**src/rtl/axi_lite_cmd_master_if.sv**
```systemverilog
// AXI4-Lite bus bundle shared by the command master and its slave.
// Channels: aw (awvalid/awready/awaddr/awprot), w (wvalid/wready/wdata/wstrb),
//           b (bvalid/bready/bresp), ar (arvalid/arready/araddr/arprot),
//           r (rvalid/rready/rdata/rresp).
// Modports: master drives the valids of aw/w/ar, the payloads and bready/rready;
//           slave drives the readies of aw/w/ar, the valids of b/r and their payloads.
`timescale 1ns/1ps
interface axi4_lite_if #(
  parameter int ADDR_WIDTH = 32,
  parameter int DATA_WIDTH = 32
);
  logic                    awvalid;
  logic                    awready;
  logic [ADDR_WIDTH-1:0]   awaddr;
  logic [2:0]              awprot;
  logic                    wvalid;
  logic                    wready;
  logic [DATA_WIDTH-1:0]   wdata;
  logic [3:0]              wstrb;
  logic                    bvalid;
  logic                    bready;
  logic [1:0]              bresp;
  logic                    arvalid;
  logic                    arready;
  logic [ADDR_WIDTH-1:0]   araddr;
  logic [2:0]              arprot;
  logic                    rvalid;
  logic                    rready;
  logic [DATA_WIDTH-1:0]   rdata;
  logic [1:0]              rresp;

  modport master (
    output awvalid, awaddr, awprot, wvalid, wdata, wstrb, bready,
           arvalid, araddr, arprot, rready,
    input  awready, wready, bvalid, bresp, arready, rvalid, rdata, rresp
  );

  modport slave (
    input  awvalid, awaddr, awprot, wvalid, wdata, wstrb, bready,
           arvalid, araddr, arprot, rready,
    output awready, wready, bvalid, bresp, arready, rvalid, rdata, rresp
  );
endinterface

```
**src/rtl/axi_lite_cmd_master.sv**
```systemverilog
// Single-outstanding AXI4-Lite master: takes one read/write command from the
// frame parser, runs the AXI4-Lite transaction, and returns data plus status.
// Ports:
//   clk, rst          clock, synchronous active-high reset
//   cmd_*             command handshake (valid/ready) with write flag, addr, wdata, wstrb
//   rsp_*             response handshake (valid/ready) with rdata and 2-bit status
//                     (00 OKAY, 01 ALIGN_ERR, 10 BUS_ERR, 11 TIMEOUT)
//   timeout_config    timeout in units of TIMEOUT_SCALE cycles, 0 disables it
//   busy              high whenever not idle
//   axi               AXI4-Lite master port
`timescale 1ns/1ps
module axi_lite_cmd_master #(
  parameter int ADDR_WIDTH    = 32,
  parameter int DATA_WIDTH    = 32,
  parameter int TIMEOUT_SCALE = 16
) (
  input  logic                  clk,
  input  logic                  rst,
  input  logic                  cmd_valid,
  output logic                  cmd_ready,
  input  logic                  cmd_write,
  input  logic [ADDR_WIDTH-1:0] cmd_addr,
  input  logic [DATA_WIDTH-1:0] cmd_wdata,
  input  logic [3:0]            cmd_wstrb,
  output logic                  rsp_valid,
  input  logic                  rsp_ready,
  output logic [DATA_WIDTH-1:0] rsp_rdata,
  output logic [1:0]            rsp_status,
  input  logic [7:0]            timeout_config,
  output logic                  busy,
  axi4_lite_if.master           axi
);

  typedef enum logic [2:0] {
    IDLE         = 3'd0,
    WR_ADDR_DATA = 3'd1,
    WR_RESP      = 3'd2,
    RD_ADDR      = 3'd3,
    RD_DATA      = 3'd4,
    RESP         = 3'd5
  } state_t;

  state_t                state_r;
  logic [ADDR_WIDTH-1:0] addr_r;
  logic [DATA_WIDTH-1:0] wdata_r;
  logic [3:0]            wstrb_r;
  logic                  awvalid_r, wvalid_r, bready_r, arvalid_r, rready_r;
  logic                  aw_done_r, w_done_r;
  logic                  rsp_valid_r;
  logic [DATA_WIDTH-1:0] rsp_rdata_r;
  logic [1:0]            rsp_status_r;
  logic [15:0]           count_r;

  logic                  cmd_fire_s;
  logic                  bus_active_s;
  logic                  expire_s;
  logic                  aw_hs_s, w_hs_s;
  logic [15:0]           limit_s;

  // Handshake, timeout and activity decode.
  always_comb begin
    cmd_fire_s   = 1'b0;
    bus_active_s = 1'b0;
    expire_s     = 1'b0;
    aw_hs_s      = awvalid_r && axi.awready;
    w_hs_s       = wvalid_r && axi.wready;
    limit_s      = 16'(timeout_config) * 16'(TIMEOUT_SCALE) - 16'd1;
    if (state_r == IDLE) begin
      cmd_fire_s = cmd_valid && !rst;
    end else begin
      cmd_fire_s = 1'b0;
    end
    case (state_r)
      WR_ADDR_DATA, WR_RESP, RD_ADDR, RD_DATA: bus_active_s = 1'b1;
      default:                                 bus_active_s = 1'b0;
    endcase
    if ((timeout_config != 8'd0) && (count_r == limit_s)) begin
      expire_s = 1'b1;
    end else begin
      expire_s = 1'b0;
    end
  end

  // Timeout counter: cleared on accept, counts bus-phase cycles, saturates.
  always_ff @(posedge clk) begin
    if (rst) begin
      count_r <= 16'd0;
    end else if (cmd_fire_s) begin
      count_r <= 16'd0;
    end else if (bus_active_s && (count_r != 16'hFFFF)) begin
      count_r <= count_r + 16'd1;
    end else begin
      count_r <= count_r;
    end
  end

  // Transaction FSM with registered AXI controls and response.
  always_ff @(posedge clk) begin
    if (rst) begin
      state_r      <= IDLE;
      addr_r       <= '0;
      wdata_r      <= '0;
      wstrb_r      <= 4'd0;
      awvalid_r    <= 1'b0;
      wvalid_r     <= 1'b0;
      bready_r     <= 1'b0;
      arvalid_r    <= 1'b0;
      rready_r     <= 1'b0;
      aw_done_r    <= 1'b0;
      w_done_r     <= 1'b0;
      rsp_valid_r  <= 1'b0;
      rsp_rdata_r  <= '0;
      rsp_status_r <= 2'b00;
    end else begin
      case (state_r)
        IDLE: begin
          if (cmd_valid) begin
            addr_r    <= cmd_addr;
            wdata_r   <= cmd_wdata;
            wstrb_r   <= cmd_wstrb;
            aw_done_r <= 1'b0;
            w_done_r  <= 1'b0;
            if (cmd_addr[1:0] != 2'b00) begin
              // Misaligned: answer immediately without touching the bus.
              state_r      <= RESP;
              rsp_valid_r  <= 1'b1;
              rsp_rdata_r  <= '0;
              rsp_status_r <= 2'b01;
            end else if (cmd_write) begin
              state_r   <= WR_ADDR_DATA;
              awvalid_r <= 1'b1;
              wvalid_r  <= 1'b1;
            end else begin
              state_r   <= RD_ADDR;
              arvalid_r <= 1'b1;
            end
          end
        end
        WR_ADDR_DATA: begin
          if ((aw_done_r || aw_hs_s) && (w_done_r || w_hs_s)) begin
            awvalid_r <= 1'b0;
            wvalid_r  <= 1'b0;
            bready_r  <= 1'b1;
            state_r   <= WR_RESP;
          end else if (expire_s) begin
            awvalid_r    <= 1'b0;
            wvalid_r     <= 1'b0;
            state_r      <= RESP;
            rsp_valid_r  <= 1'b1;
            rsp_rdata_r  <= '0;
            rsp_status_r <= 2'b11;
          end else begin
            // Each channel retires on its own handshake.
            if (aw_hs_s) begin
              aw_done_r <= 1'b1;
              awvalid_r <= 1'b0;
            end
            if (w_hs_s) begin
              w_done_r <= 1'b1;
              wvalid_r <= 1'b0;
            end
          end
        end
        WR_RESP: begin
          if (axi.bvalid) begin
            bready_r     <= 1'b0;
            state_r      <= RESP;
            rsp_valid_r  <= 1'b1;
            rsp_rdata_r  <= '0;
            rsp_status_r <= (axi.bresp == 2'b00) ? 2'b00 : 2'b10;
          end else if (expire_s) begin
            bready_r     <= 1'b0;
            state_r      <= RESP;
            rsp_valid_r  <= 1'b1;
            rsp_rdata_r  <= '0;
            rsp_status_r <= 2'b11;
          end
        end
        RD_ADDR: begin
          if (axi.arready) begin
            arvalid_r <= 1'b0;
            rready_r  <= 1'b1;
            state_r   <= RD_DATA;
          end else if (expire_s) begin
            arvalid_r    <= 1'b0;
            state_r      <= RESP;
            rsp_valid_r  <= 1'b1;
            rsp_rdata_r  <= '0;
            rsp_status_r <= 2'b11;
          end
        end
        RD_DATA: begin
          if (axi.rvalid) begin
            rready_r    <= 1'b0;
            state_r     <= RESP;
            rsp_valid_r <= 1'b1;
            if (axi.rresp == 2'b00) begin
              rsp_rdata_r  <= axi.rdata;
              rsp_status_r <= 2'b00;
            end else begin
              rsp_rdata_r  <= '0;
              rsp_status_r <= 2'b10;
            end
          end else if (expire_s) begin
            rready_r     <= 1'b0;
            state_r      <= RESP;
            rsp_valid_r  <= 1'b1;
            rsp_rdata_r  <= '0;
            rsp_status_r <= 2'b11;
          end
        end
        RESP: begin
          if (rsp_ready) begin
            rsp_valid_r <= 1'b0;
            state_r     <= IDLE;
          end
        end
        default: begin
          state_r <= IDLE;
        end
      endcase
    end
  end

  assign cmd_ready   = (state_r == IDLE) && !rst;
  assign busy        = (state_r != IDLE);
  assign rsp_valid   = rsp_valid_r;
  assign rsp_rdata   = rsp_rdata_r;
  assign rsp_status  = rsp_status_r;

  assign axi.awvalid = awvalid_r;
  assign axi.awaddr  = addr_r;
  assign axi.awprot  = 3'b000;
  assign axi.wvalid  = wvalid_r;
  assign axi.wdata   = wdata_r;
  assign axi.wstrb   = wstrb_r;
  assign axi.bready  = bready_r;
  assign axi.arvalid = arvalid_r;
  assign axi.araddr  = addr_r;
  assign axi.arprot  = 3'b000;
  assign axi.rready  = rready_r;

endmodule

```
**src/flat_wrapper.sv**
```systemverilog
// flat-port wrapper written by rule: the top's interface ports become plain ports
module axi_lite_cmd_master_flat 
#(
  parameter int ADDR_WIDTH    = 32,
  parameter int DATA_WIDTH    = 32,
  parameter int TIMEOUT_SCALE = 16
)
  (clk, rst, cmd_valid, cmd_ready, cmd_write, cmd_addr, cmd_wdata, cmd_wstrb, rsp_valid, rsp_ready, rsp_rdata, rsp_status, timeout_config, busy, axi_awvalid, axi_awaddr, axi_awprot, axi_wvalid, axi_wdata, axi_wstrb, axi_bready, axi_arvalid, axi_araddr, axi_arprot, axi_rready, axi_awready, axi_wready, axi_bvalid, axi_bresp, axi_arready, axi_rvalid, axi_rdata, axi_rresp);
  axi4_lite_if #(.ADDR_WIDTH(ADDR_WIDTH), .DATA_WIDTH(DATA_WIDTH)) axi_i ();
  input  logic clk;
  input  logic rst;
  input  logic cmd_valid;
  output logic cmd_ready;
  input  logic cmd_write;
  input  logic [ADDR_WIDTH-1:0] cmd_addr;
  input  logic [DATA_WIDTH-1:0] cmd_wdata;
  input  logic [3:0] cmd_wstrb;
  output logic rsp_valid;
  input  logic rsp_ready;
  output logic [DATA_WIDTH-1:0] rsp_rdata;
  output logic [1:0] rsp_status;
  input  logic [7:0] timeout_config;
  output logic busy;
  output wire logic [$bits(axi_i.awvalid)-1:0] axi_awvalid;
  output wire logic [$bits(axi_i.awaddr)-1:0] axi_awaddr;
  output wire logic [$bits(axi_i.awprot)-1:0] axi_awprot;
  output wire logic [$bits(axi_i.wvalid)-1:0] axi_wvalid;
  output wire logic [$bits(axi_i.wdata)-1:0] axi_wdata;
  output wire logic [$bits(axi_i.wstrb)-1:0] axi_wstrb;
  output wire logic [$bits(axi_i.bready)-1:0] axi_bready;
  output wire logic [$bits(axi_i.arvalid)-1:0] axi_arvalid;
  output wire logic [$bits(axi_i.araddr)-1:0] axi_araddr;
  output wire logic [$bits(axi_i.arprot)-1:0] axi_arprot;
  output wire logic [$bits(axi_i.rready)-1:0] axi_rready;
  input wire logic [$bits(axi_i.awready)-1:0] axi_awready;
  input wire logic [$bits(axi_i.wready)-1:0] axi_wready;
  input wire logic [$bits(axi_i.bvalid)-1:0] axi_bvalid;
  input wire logic [$bits(axi_i.bresp)-1:0] axi_bresp;
  input wire logic [$bits(axi_i.arready)-1:0] axi_arready;
  input wire logic [$bits(axi_i.rvalid)-1:0] axi_rvalid;
  input wire logic [$bits(axi_i.rdata)-1:0] axi_rdata;
  input wire logic [$bits(axi_i.rresp)-1:0] axi_rresp;
  assign axi_awvalid = axi_i.awvalid;
  assign axi_awaddr = axi_i.awaddr;
  assign axi_awprot = axi_i.awprot;
  assign axi_wvalid = axi_i.wvalid;
  assign axi_wdata = axi_i.wdata;
  assign axi_wstrb = axi_i.wstrb;
  assign axi_bready = axi_i.bready;
  assign axi_arvalid = axi_i.arvalid;
  assign axi_araddr = axi_i.araddr;
  assign axi_arprot = axi_i.arprot;
  assign axi_rready = axi_i.rready;
  assign axi_i.awready = axi_awready;
  assign axi_i.wready = axi_wready;
  assign axi_i.bvalid = axi_bvalid;
  assign axi_i.bresp = axi_bresp;
  assign axi_i.arready = axi_arready;
  assign axi_i.rvalid = axi_rvalid;
  assign axi_i.rdata = axi_rdata;
  assign axi_i.rresp = axi_rresp;
  axi_lite_cmd_master #(.ADDR_WIDTH(ADDR_WIDTH), .DATA_WIDTH(DATA_WIDTH), .TIMEOUT_SCALE(TIMEOUT_SCALE)) u_core (.clk(clk), .rst(rst), .cmd_valid(cmd_valid), .cmd_ready(cmd_ready), .cmd_write(cmd_write), .cmd_addr(cmd_addr), .cmd_wdata(cmd_wdata), .cmd_wstrb(cmd_wstrb), .rsp_valid(rsp_valid), .rsp_ready(rsp_ready), .rsp_rdata(rsp_rdata), .rsp_status(rsp_status), .timeout_config(timeout_config), .busy(busy), .axi(axi_i));
endmodule
```
**config.mk**
```make
export PLATFORM = sky130hd
export DESIGN_NAME = axi_lite_cmd_master_flat
export DESIGN_NICKNAME = d
export VERILOG_FILES = /design/src/rtl/axi_lite_cmd_master_if.sv /design/src/rtl/axi_lite_cmd_master.sv /design/src/flat_wrapper.sv
export SDC_FILE = /design/constraint.sdc
export NUM_CORES = 1
export LEC_CHECK = 0
export BUFFER_PORTS_ARGS = -buffer_cell sky130_fd_sc_hd__buf_4
export CORE_MARGIN = 3
export CORE_UTILIZATION = 40
export CTS_CLUSTER_DIAMETER = 150
export DETAILED_ROUTE_END_ITERATION = 7
export GPL_ROUTABILITY_DRIVEN = 0
export GPL_TIMING_DRIVEN = 0
export HOLD_SLACK_MARGIN = 0.06
export PLACE_DENSITY_LB_ADDON = 0.15
export SETUP_SLACK_MARGIN = 0.3
export SLEW_MARGIN = 20
export SYNTH_ARGS = -nofsm -noshare
export SYNTH_HDL_FRONTEND = slang
export SYNTH_SLANG_ARGS = --single-unit
```
**constraint.sdc**
```tcl
create_clock -name clk -period 2.7 [get_ports clk]
set_input_delay 0.81 -clock clk [delete_from_list [all_inputs] [get_ports clk]]
set_output_delay 0.81 -clock clk [all_outputs]
set_load 0.02 [all_outputs]
```
==> results.json, run 1 <==
{
  "grt_pass1_wl_um": 28300,
  "worst_hold_slack_ns": 0.4520,
  "setup_tns_ns": 0,
  "cp_max_fo": 10,
  "clk_pin_slew_ns": 0.06,
  "p_comb_frac": 0.251,
  "cts.sink_count": 129,
  "hold_violations": 0,
  "wire_per_inst_um": 15.06,
  "port_buffers": 263,
  "vias": 6127,
  "start_util": 0.4149,
  "max_slew.worst_pin.slew_ns": 0.6314,
  "dp_slack_ns": -0.2469,
  "fin_cells": 1210,
  "numCtsBuffers": 17,
  "antenna_left": 0,
  "critPathMostFrequentCell": "or4_4",
  "die_h_um": 126.9,
  "cts_buffer_depth": 2,
  "yosys.area.top_type": "dfxtp_1",
  "seqCellArea_mm2": 0.002585,
  "synth.area.top_cells": "dfxtp_1 (44%), nand2_1 (12%), a21oi_1 (7.6%)",
  "post-route-period-util": 0.8737,
  "final_common_cell": "buf_4",
  "antenna_cells": 0,
  "insertion_delay_ns": 0.41,
  "die_w_um": 126.9,
  "swShare": 0.2943,
  "p_sw_mw": 1.807,
  "crit_buf_inv": 2,
  "cp_top_family": "simple AND/OR/NAND/NOR gates",
  "grt_overflow": 0,
  "powerDensity_mw_per_mm2": 683.5,
  "drv_cap": 0,
  "drc": 0,
  "initialDrtViolationCount": 311,
  "dp_hpwl_um": 13580,
  "slowest_stage": "or4_4",
  "drv_slew": 0,
  "cp.required_ns": 2.98,
  "cts_root_buf": "clkbuf_16",
  "nNetsFinal": 1143,
  "status": "complete, no violations",
  "placementRows": 43,
  "fin_ws_ns": 0.3410,
  "rsz0062_at_grt": "true",
  "synth_seq_cells": 129,
  "synth_top_area_frac": 0.4416,
  "synth_edf_count": 0,
  "area_growth_pct": 53.64,
  "dr.pass1.iters": 5,
  "viasPerCell": 5.064,
  "multi_input_area_mm2": 0.002840,
  "worst_path_largest_cell_delay_ns": 0.55,
  "p_int_mw": 4.334,
  "async_flop_share": 0,
  "cts_tree": "yes",
  "avgSynthCellArea_um2": 8.089,
  "fin_skew_ns": 0.006877,
  "placedCellCount": 1171,
  "grt_antenna_before_repair": 0,
  "leakage_nw": 3.866,
  "cp-start-kind": "flip-flop",
  "yosysSeqAreaShare": 0.4416,
  "grt_pass1_vias": 5608,
  "fillCellCount": 1335,
  "synth-main-ff-cell": "dfxtp_1",
  "period_minus_slack_ns": 2.359,
  "relSlewSlack": 0.5791,
  "setup_viol": 0,
  "grt_usage": 0.2166,
  "wl_um": 18220,
  "syn_area_mm2": 0.005848,
  "holdBufCountCts": 0,
  "ys_warn_count": 0,
  "worstPathCellList": "or4_4 > or2b_1 > a31oi_1 > or4_4 > a31oi_4 > buf_12 > buf_6 > o31ai_1",
  "critPathCaptureType": "flip-flop",
  "holdCritPathClass": "reg2reg",
  "synth_cells": 723,
  "synth.distinct_cells": 54,
  "total_power_mw": 6.141,
  "htreeDepth": 4,
  "drive_gt1_frac": 0.3670,
  "worstSetupPathType": "reg2reg",
  "seqPwrFrac": 0.349,
  "coreArea_mm2": 0.01410,
  "ioPinCount": 270,
  "grt_max_degree": 17,
  "arrival_ns": 2.64,
  "ir_drop_mv": 0.4458,
  "pwr-share-clk": 0.400,
  "layout_common_cells": "buf_4 (304), nand2_1 (187), dfxtp_1 (127), a21oi_1 (89), clkbuf_1 (38)",
  "die_area_mm2": 0.01611,
  "fmax_ghz": 0.4239
}
==> registers in the layout (all words and copies together), names as in the netlist <==
signal              count
u_core.aw_done_r        1
u_core.axi.wstrb        4
u_core.axi.rready       1
u_core.w_done_r         1
u_core.axi.wdata       32
u_core.axi.awvalid      1
u_core.state_r          3
u_core.count_r         16
u_core.axi.bready       1
u_core.rsp_status       2
u_core.axi.araddr      32
u_core.axi.wvalid       1
u_core.rsp_valid        1
u_core.axi.arvalid      1
u_core.rsp_rdata       32
==> cells in the mapped netlist, drive strengths merged, types with 8 or more instances <==
cell / n
nand2: 187
dfxtp: 129
a21oi: 89
buf: 45
clkbuf: 44
o31ai: 33
a32oi: 32
nor2: 30
xor2: 13
inv: 12
xnor2: 10
o21ai: 9
nand4: 8
nor3: 8
==> worst paths after layout <==
check                               to  slack, ns  depth (start not counted)           startpoint
setup / recovery  u_core.rsp_rdata[27]       0.34                          8   u_core.count_r[15]
hold / removal     u_core.axi.wdata[9]       0.45                          2  u_core.axi.wdata[9]
setup reg to reg  u_core.rsp_rdata[27]       0.34                          8   u_core.count_r[15]
hold reg to reg    u_core.axi.wdata[9]       0.45                          2  u_core.axi.wdata[9]
==> kinds of logic (layout without fill, tap and decap cells) <==
family | Yosys count | after routing | synth area share
other cells | 1 | 6 | 0.0006412
mux | 5 | 5 | 0.008558
fa+ha+maj | 3 | 3 | 0.006419
compound gates | 188 | 188 | 0.2120
flops | 129 | 129 | 0.4416
xor+xnor | 23 | 23 | 0.03445
buf+inv | 101 | 403 | 0.09478
simple gates | 273 | 273 | 0.2015
==> what timing repair did <==
| item | CTS | global route |
|---|---|---|
| pin swaps | 1 | 4 |
| resized for setup | 12 | 26 |
| buffers inserted | 4 | 3 |
| gates cloned | 0 | 1 |
| endpoints found under the setup margin | 61 | 55 |
==> cell type report <==
class | count | area share
multi-input cells | 498 | 0.3161
flip-flops and latches | 129 | 0.2877
repair buffers | 271 | 0.2310
plain buffers | 89 | 0.06141
clock buffers | 22 | 0.05389
well taps | 180 | 0.02507
clock inverters | 9 | 0.01713
inverters | 12 | 0.007659
==> worst register-to-register path, stage by stage (launching register included) <==
cell,delay [ns]
dfxtp_2,0.34
or4_4,0.55
or2b_1,0.17
a31oi_1,0.07
or4_4,0.53
a31oi_4,0.18
buf_12,0.16
buf_6,0.15
o31ai_1,0.08
==> power by group through the flow <==
stage,logic [mW],registers [mW],clock network (mW)
global placement,1.47,2.17,0
floorplan,0.709,2.32,0
global route,1.68,2.16,2.57
detailed placement,1.48,2.18,0
CTS,1.51,2.14,2.50
finish,1.54,2.14,2.46
==> metal layers <==
layer,global-route usage,vias to the layer above,part of all wire
met5,0,-,0
li1,-,3077,-
met4,0.08202,0,0.024
met3,0.05768,27,0.073
met2,0.3770,213,0.51
met1,0.2545,2810,0.40
==> stage by stage <==
step / utilization / instance area (um2)
3_3_place_gp: 0.5777 / 8143
2_1_floorplan: - / 5943
6_report: 0.6374 / 8985
4_1_cts: 0.6286 / 8861
5_1_grt: 0.6374 / 8985
3_5_place_dp: 0.5777 / 8143
(Power assumes the default switching activity.)
==> run 2: changes to the inputs <==
--- a/config.mk
+++ b/config.mk
@@ -7,7 +7,7 @@
 export LEC_CHECK = 0
 export BUFFER_PORTS_ARGS = -buffer_cell sky130_fd_sc_hd__buf_4
 export CORE_MARGIN = 3
-export CORE_UTILIZATION = 40
+export CORE_UTILIZATION = 35
 export CTS_CLUSTER_DIAMETER = 150
 export DETAILED_ROUTE_END_ITERATION = 7
 export GPL_ROUTABILITY_DRIVEN = 0
@@ -15,7 +15,7 @@
 export HOLD_SLACK_MARGIN = 0.06
 export PLACE_DENSITY_LB_ADDON = 0.15
 export SETUP_SLACK_MARGIN = 0.3
-export SLEW_MARGIN = 20
+export SLEW_MARGIN = 10
 export SYNTH_ARGS = -nofsm -noshare
 export SYNTH_HDL_FRONTEND = slang
 export SYNTH_SLANG_ARGS = --single-unit
==> run 2 against run 1 <==
Critical path depth is 3 lower. Largest power group unchanged. Sequential share of layout area is 0.26 points lower. Core utilization is 7.5 points lower. Maximum frequency is 1.6% lower. Sequential power hardly changed. Flip-flop and latch count stayed put. Highest routed layer unchanged.
==> results.json, run 2 (synthesis gave the netlist of run 1 again) <==
{
  "status": "complete, no violations",
  "numCtsBuffers": 17,
  "drt-met1-wl_um": 7665,
  "critPathCaptureType": "output pin",
  "nNetsFinal": 1141,
  "fin_ws_ns": 0.3032,
  "dp_slack_ns": -0.3026,
  "insertion_delay_ns": 0.41,
  "seqCellArea_mm2": 0.002584,
  "p_sw_mw": 1.846,
  "final_util": 0.5623,
  "cp-start-kind": "input port",
  "cp_top_family": "buffers and inverters",
  "cp.required_ns": 1.89,
  "drive_gt1_frac": 0.3703,
  "multi_input_area_mm2": 0.002874,
  "p_comb_frac": 0.247,
  "max_slew.worst_pin.slew_ns": 0.6961,
  "cts_buffer_depth": 2,
  "placedCellCount": 1207,
  "cts.sink_count": 129,
  "viasPerCell": 4.880,
  "rsz0062_at_grt": "true",
  "grt_pass1_wl_um": 28330,
  "grt_usage": 0.1935,
  "antenna_cells": 0,
  "setup_viol": 0,
  "drv_cap": 0,
  "routed-wl-met3_um": 1398,
  "cts_root_buf": "clkbuf_16",
  "vias": 6076,
  "powerDensity_mw_per_mm2": 677.7,
  "worst_path_largest_cell_delay_ns": 0.20,
  "cts_tree": "yes",
  "cp_max_fo": 10,
  "period_minus_slack_ns": 2.397,
  "coreArea_mm2": 0.01612,
  "drv_slew": 0,
  "ioPinCount": 270,
  "clk_pin_slew_ns": 0.05,
  "die_h_um": 135.3,
  "grt_overflow": 0,
  "worstPathCellList": "buf_4 > clkbuf_2 > clkbuf_8 > nor2_1 > buf_4",
  "die_area_mm2": 0.01830,
  "seqPwrFrac": 0.349,
  "arrival_ns": 1.59,
  "drc": 0,
  "total_power_mw": 6.141,
  "grt_pass1_vias": 5462,
  "htreeDepth": 4,
  "fin_skew_ns": 0.009614,
  "grt_max_degree": 17,
  "dr.pass1.iters": 4,
  "holdBufCountCts": 0,
  "critPathMostFrequentCell": "buf_4",
  "crit_buf_inv": 4,
  "layout_common_cells": "buf_4 (302), nand2_1 (187), dfxtp_1 (128), a21oi_1 (89), clkbuf_1 (36)",
  "holdCritPathClass": "reg2reg",
  "area_growth_pct": 54.94,
  "start_util": 0.3629,
  "final_common_cell": "buf_4",
  "antenna_left": 0,
  "dp_hpwl_um": 14200,
  "p_int_mw": 4.295,
  "placementRows": 46,
  "fin_cells": 1245,
  "fillCellCount": 1563,
  "top_layer": "met4",
  "hold_violations": 0,
  "grt_antenna_before_repair": 0,
  "relSlewSlack": 0.5359,
  "leakage_nw": 3.870,
  "pwr-share-clk": 0.404,
  "swShare": 0.3006,
  "initialDrtViolationCount": 228,
  "slowest_stage": "clkbuf_8",
  "post-route-period-util": 0.8877,
  "die_w_um": 135.3,
  "port_buffers": 263,
  "ir_drop_mv": 0.4471,
  "wire_per_inst_um": 15.11,
  "worstSetupPathType": "in2out",
  "fmax_ghz": 0.4172,
  "wl_um": 18820,
  "wl_met2_um": 9523
}
[run 2: path summary, 6_finish.rpt]
kind / slack, ns / from / cells after the start / end
setup / recovery: 0.30 / rst / 5 / cmd_ready
hold / removal: 0.45 / u_core.axi.wdata[12] / 2 / u_core.axi.wdata[12]
setup reg to reg: 0.30 / u_core.count_r[15] / 8 / u_core.rsp_rdata[7]
hold reg to reg: 0.45 / u_core.axi.wdata[12] / 2 / u_core.axi.wdata[12]
[run 2: layer usage]
layer | up-vias | GRT usage
li1 | 3067 | -
met1 | 2801 | 0.2286
met2 | 191 | 0.3385
met3 | 17 | 0.05535
met4 | 0 | 0.06215
met5 | - | 0
[run 2: tightest hold or removal path, delay by kind of cell (launching register included)]
kind | cells | cell delay, ns
DFF | 1 | 0.30
and+or+nand+nor | 1 | 0.05
AOI/OAI and AO/OA | 1 | 0.05
[run 2: repair_timing]
item,4_1_cts,5_1_grt
endpoints found under the setup margin,65,54
buffers inserted,2,3
cloned,0,1
resized for setup,15,24
pin swaps,1,9
[run 2: metrics by stage]
step	setup TNS [ns]	instance area, um2	hold WS [ns]
final	0	9061	0.4522
after floorplan	0	5943	0.4459
after CTS	0	8915	0.4550
after global placement	-11.00	8188	0.4431
after global routing	0	9061	0.4736
after detailed placement	-11.56	8188	0.4485
[run 2: power groups by stage]
| stage | sequential [mW] | clock (mW) | combinational (mW) |
|---|---|---|---|
| 2_1_floorplan | 2.32 | 0 | 0.709 |
| 3_3_place_gp | 2.18 | 0 | 1.48 |
| 3_5_place_dp | 2.18 | 0 | 1.49 |
| 4_1_cts | 2.14 | 2.53 | 1.51 |
| 5_1_grt | 2.16 | 2.61 | 1.65 |
| 6_report | 2.14 | 2.48 | 1.52 |
[run 2: layout make-up]
| class | instances | share of cell area |
|---|---|---|
| plain buffers | 89 | 0.05979 |
| clock inverters | 12 | 0.01975 |
| flip-flops and latches | 129 | 0.2851 |
| clock buffers | 20 | 0.05151 |
| well taps | 216 | 0.02983 |
| repair buffers | 269 | 0.2292 |
| inverters | 12 | 0.007595 |
| multi-input cells | 498 | 0.3172 |
==> run 3: changes to the inputs <==
--- a/config.mk
+++ b/config.mk
@@ -6,8 +6,10 @@
 export NUM_CORES = 1
 export LEC_CHECK = 0
 export BUFFER_PORTS_ARGS = -buffer_cell sky130_fd_sc_hd__buf_4
+export CELL_PAD_IN_SITES_DETAIL_PLACEMENT = 0
+export CELL_PAD_IN_SITES_GLOBAL_PLACEMENT = 1
 export CORE_MARGIN = 3
-export CORE_UTILIZATION = 35
+export CORE_UTILIZATION = 30
 export CTS_CLUSTER_DIAMETER = 150
 export DETAILED_ROUTE_END_ITERATION = 7
 export GPL_ROUTABILITY_DRIVEN = 0
==> run 3 against run 2 <==
Critical path depth rose by 7. Clock power fell by 4%. Cell area rose by 0.59%. Hold slack barely moved. Largest power group unchanged. Via count fell by 0.53%. Clock-buffer cell count fell by 1. Critical endpoint is now u_core.rsp_rdata[26]. Combinational power barely moved.
==> results.json, run 3 (synthesis gave the netlist of run 1 again) <==
{
  "final_common_cell": "buf_4",
  "rsz0062_at_grt": "true",
  "r2r_slack_ns": 0.33,
  "leakage_nw": 3.850,
  "grt_usage": 0.1802,
  "vias": 6044,
  "initialDrtViolationCount": 202,
  "critPathMostFrequentCell": "buf_12",
  "cp_top_family": "compound AO/OA/AOI/OAI gates",
  "wire_per_inst_um": 15.33,
  "slowest_stage": "or4_4",
  "relSlewSlack": 0.4501,
  "layout_common_cells": "buf_4 (306), nand2_1 (187), dfxtp_1 (128), a21oi_1 (89), clkbuf_1 (37)",
  "fillCellCount": 1954,
  "drv_cap": 0,
  "cts_buffer_depth": 2,
  "viasPerCell": 4.685,
  "worstSetupPathType": "in2reg",
  "holdCritPathClass": "reg2reg",
  "multi_input_area_mm2": 0.002892,
  "placementRows": 50,
  "port_buffers": 263,
  "fin_area_mm2": 0.009115,
  "holdBufCountCts": 0,
  "p_int_mw": 4.181,
  "htreeDepth": 4,
  "drive_gt1_frac": 0.3699,
  "critPathCaptureType": "flip-flop",
  "arrival_ns": 2.71,
  "start_util": 0.3085,
  "dr.pass1.iters": 6,
  "grt_pass1_vias": 5599,
  "setup_viol": 0,
  "worstPathCellList": "buf_12 > clkinv_8 > ha_4 > buf_4 > xor2_1 > a311oi_1 > o211ai_1 > or4_4 > a31oi_4 > buf_12 > buf_6 > o31ai_1",
  "drv_slew": 0,
  "coreArea_mm2": 0.01896,
  "grt_pass1_wl_um": 31120,
  "cp.required_ns": 2.99,
  "min_path_cells": 2,
  "seqCellArea_mm2": 0.002584,
  "worst_path_largest_cell_delay_ns": 0.44,
  "insertion_delay_ns": 0.42,
  "swShare": 0.3104,
  "grt_overflow": 0,
  "worstHoldStart": "u_core.axi.wdata[15]",
  "die_area_mm2": 0.02121,
  "cts_tree": "yes",
  "place_area_mm2": 0.008243,
  "clk_pin_slew_ns": 0.06,
  "fmax_ghz": 0.4136,
  "crit_cells": 12,
  "antenna_left": 0,
  "cp_max_fo": 10,
  "powerDensity_mw_per_mm2": 665.1,
  "status": "complete, no violations",
  "min_to": "u_core.axi.wdata[15]",
  "drc": 0,
  "fin_skew_ns": 0.01363,
  "crit_buf_inv": 5,
  "ioPinCount": 270,
  "cp-start-kind": "input port",
  "hold_violations": 0,
  "die_h_um": 145.6,
  "post-route-period-util": 0.8956,
  "antenna_cells": 0,
  "worstRegToRegCells": 8,
  "cts_root_buf": "clkbuf_16",
  "p_sw_mw": 1.882,
  "r2r-start": "u_core.count_r[15]",
  "grt_antenna_before_repair": 0,
  "fin_ws_ns": 0.2820,
  "area_growth_pct": 55.86,
  "seqPwrFrac": 0.353,
  "r2r-end": "u_core.rsp_rdata[26]",
  "die_w_um": 145.6,
  "pwr-share-clk": 0.393,
  "dp_hpwl_um": 14880,
  "ir_drop_mv": 0.4099,
  "wl_um": 19780,
  "cts.sink_count": 129,
  "nNetsFinal": 1142,
  "max_slew.worst_pin.slew_ns": 0.8248,
  "p_comb_frac": 0.254,
  "grt_max_degree": 17,
  "period_minus_slack_ns": 2.418,
  "dp_slack_ns": -0.2875,
  "numCtsBuffers": 17
}
==> run 3: cell types whose count changed in the layout (fill, tap and decap cells not counted), moves of 2 or more <==
cell | previous run | this run
clkbuf_2 | 7 | 5
o31ai_4 | 2 | 4
clkinvlp_4 | 3 | 6
buf_4 | 302 | 306
o31ai_2 | 5 | 2
==> run 3: power by group through the flow <==
stage               clock, mW  combinational, mW  sequential, mW
global route             2.52               1.69            2.16
detailed placement          0               1.51            2.18
finish                   2.38               1.54            2.14
floorplan                   0              0.709            2.32
global placement            0               1.51            2.18
CTS                      2.45               1.53            2.14
==> run 3: how the worst max path moves through the flow <==
| stage | start | end |
|---|---|---|
| finish | timeout_config[0] | u_core.rsp_rdata[26] |
| global route | u_core.state_r[1] | u_core.rsp_rdata[8] |
| CTS | u_core.count_r[15] | u_core.axi.wvalid |
| detailed placement | timeout_config[1] | u_core.rsp_rdata[26] |
| global placement | timeout_config[1] | u_core.axi.awvalid |
| floorplan | timeout_config[1] | u_core.rsp_rdata[16] |
==> run 3: final cells by class <==
| type | count | share of cell area |
|---|---|---|
| Sequential cell | 129 | 0.2835 |
| Multi-Input combinational cell | 498 | 0.3172 |
| Tap cell | 260 | 0.03569 |
| Timing Repair Buffer | 270 | 0.2284 |
| Inverter | 12 | 0.008099 |
| Clock inverter | 13 | 0.01743 |
| Clock buffer | 19 | 0.04969 |
| Buffer | 89 | 0.05999 |
==> run 3: repair_timing <==
item | in CTS | in global routing
resized for setup | 16 | 28
setup buffers | 2 | 4
cloned | 0 | 1
pin swaps | 1 | 7
endpoints found under the setup margin | 65 | 54
==> run 3: per-layer routing <==
metal	track usage	routed length (um)
met1	0.2336	8667
met2	0.2977	9626
met3	0.04796	1339
met4	0.04891	145
met5	0	0
==> run 3: worst min-delay path, delay by kind of cell, from the launching register on <==
kind            cells  cell delay (ns)
flops               1             0.31
simple gates        1             0.05
compound gates      1             0.05
==> run 3: through the flow <==
step,hold slack [ns],instances,setup TNS [ns],power (mW),util
2_1_floorplan,0.4459,728,0,3.027,-
3_3_place_gp,0.4434,1251,-12.12,3.686,0.4349
3_5_place_dp,0.4478,1251,-11.85,3.688,0.4349
4_1_cts,0.4555,1285,0,6.116,0.4712
5_1_grt,0.4708,1290,0,6.371,0.4809
6_report,0.4521,1290,0,6.062,0.4809
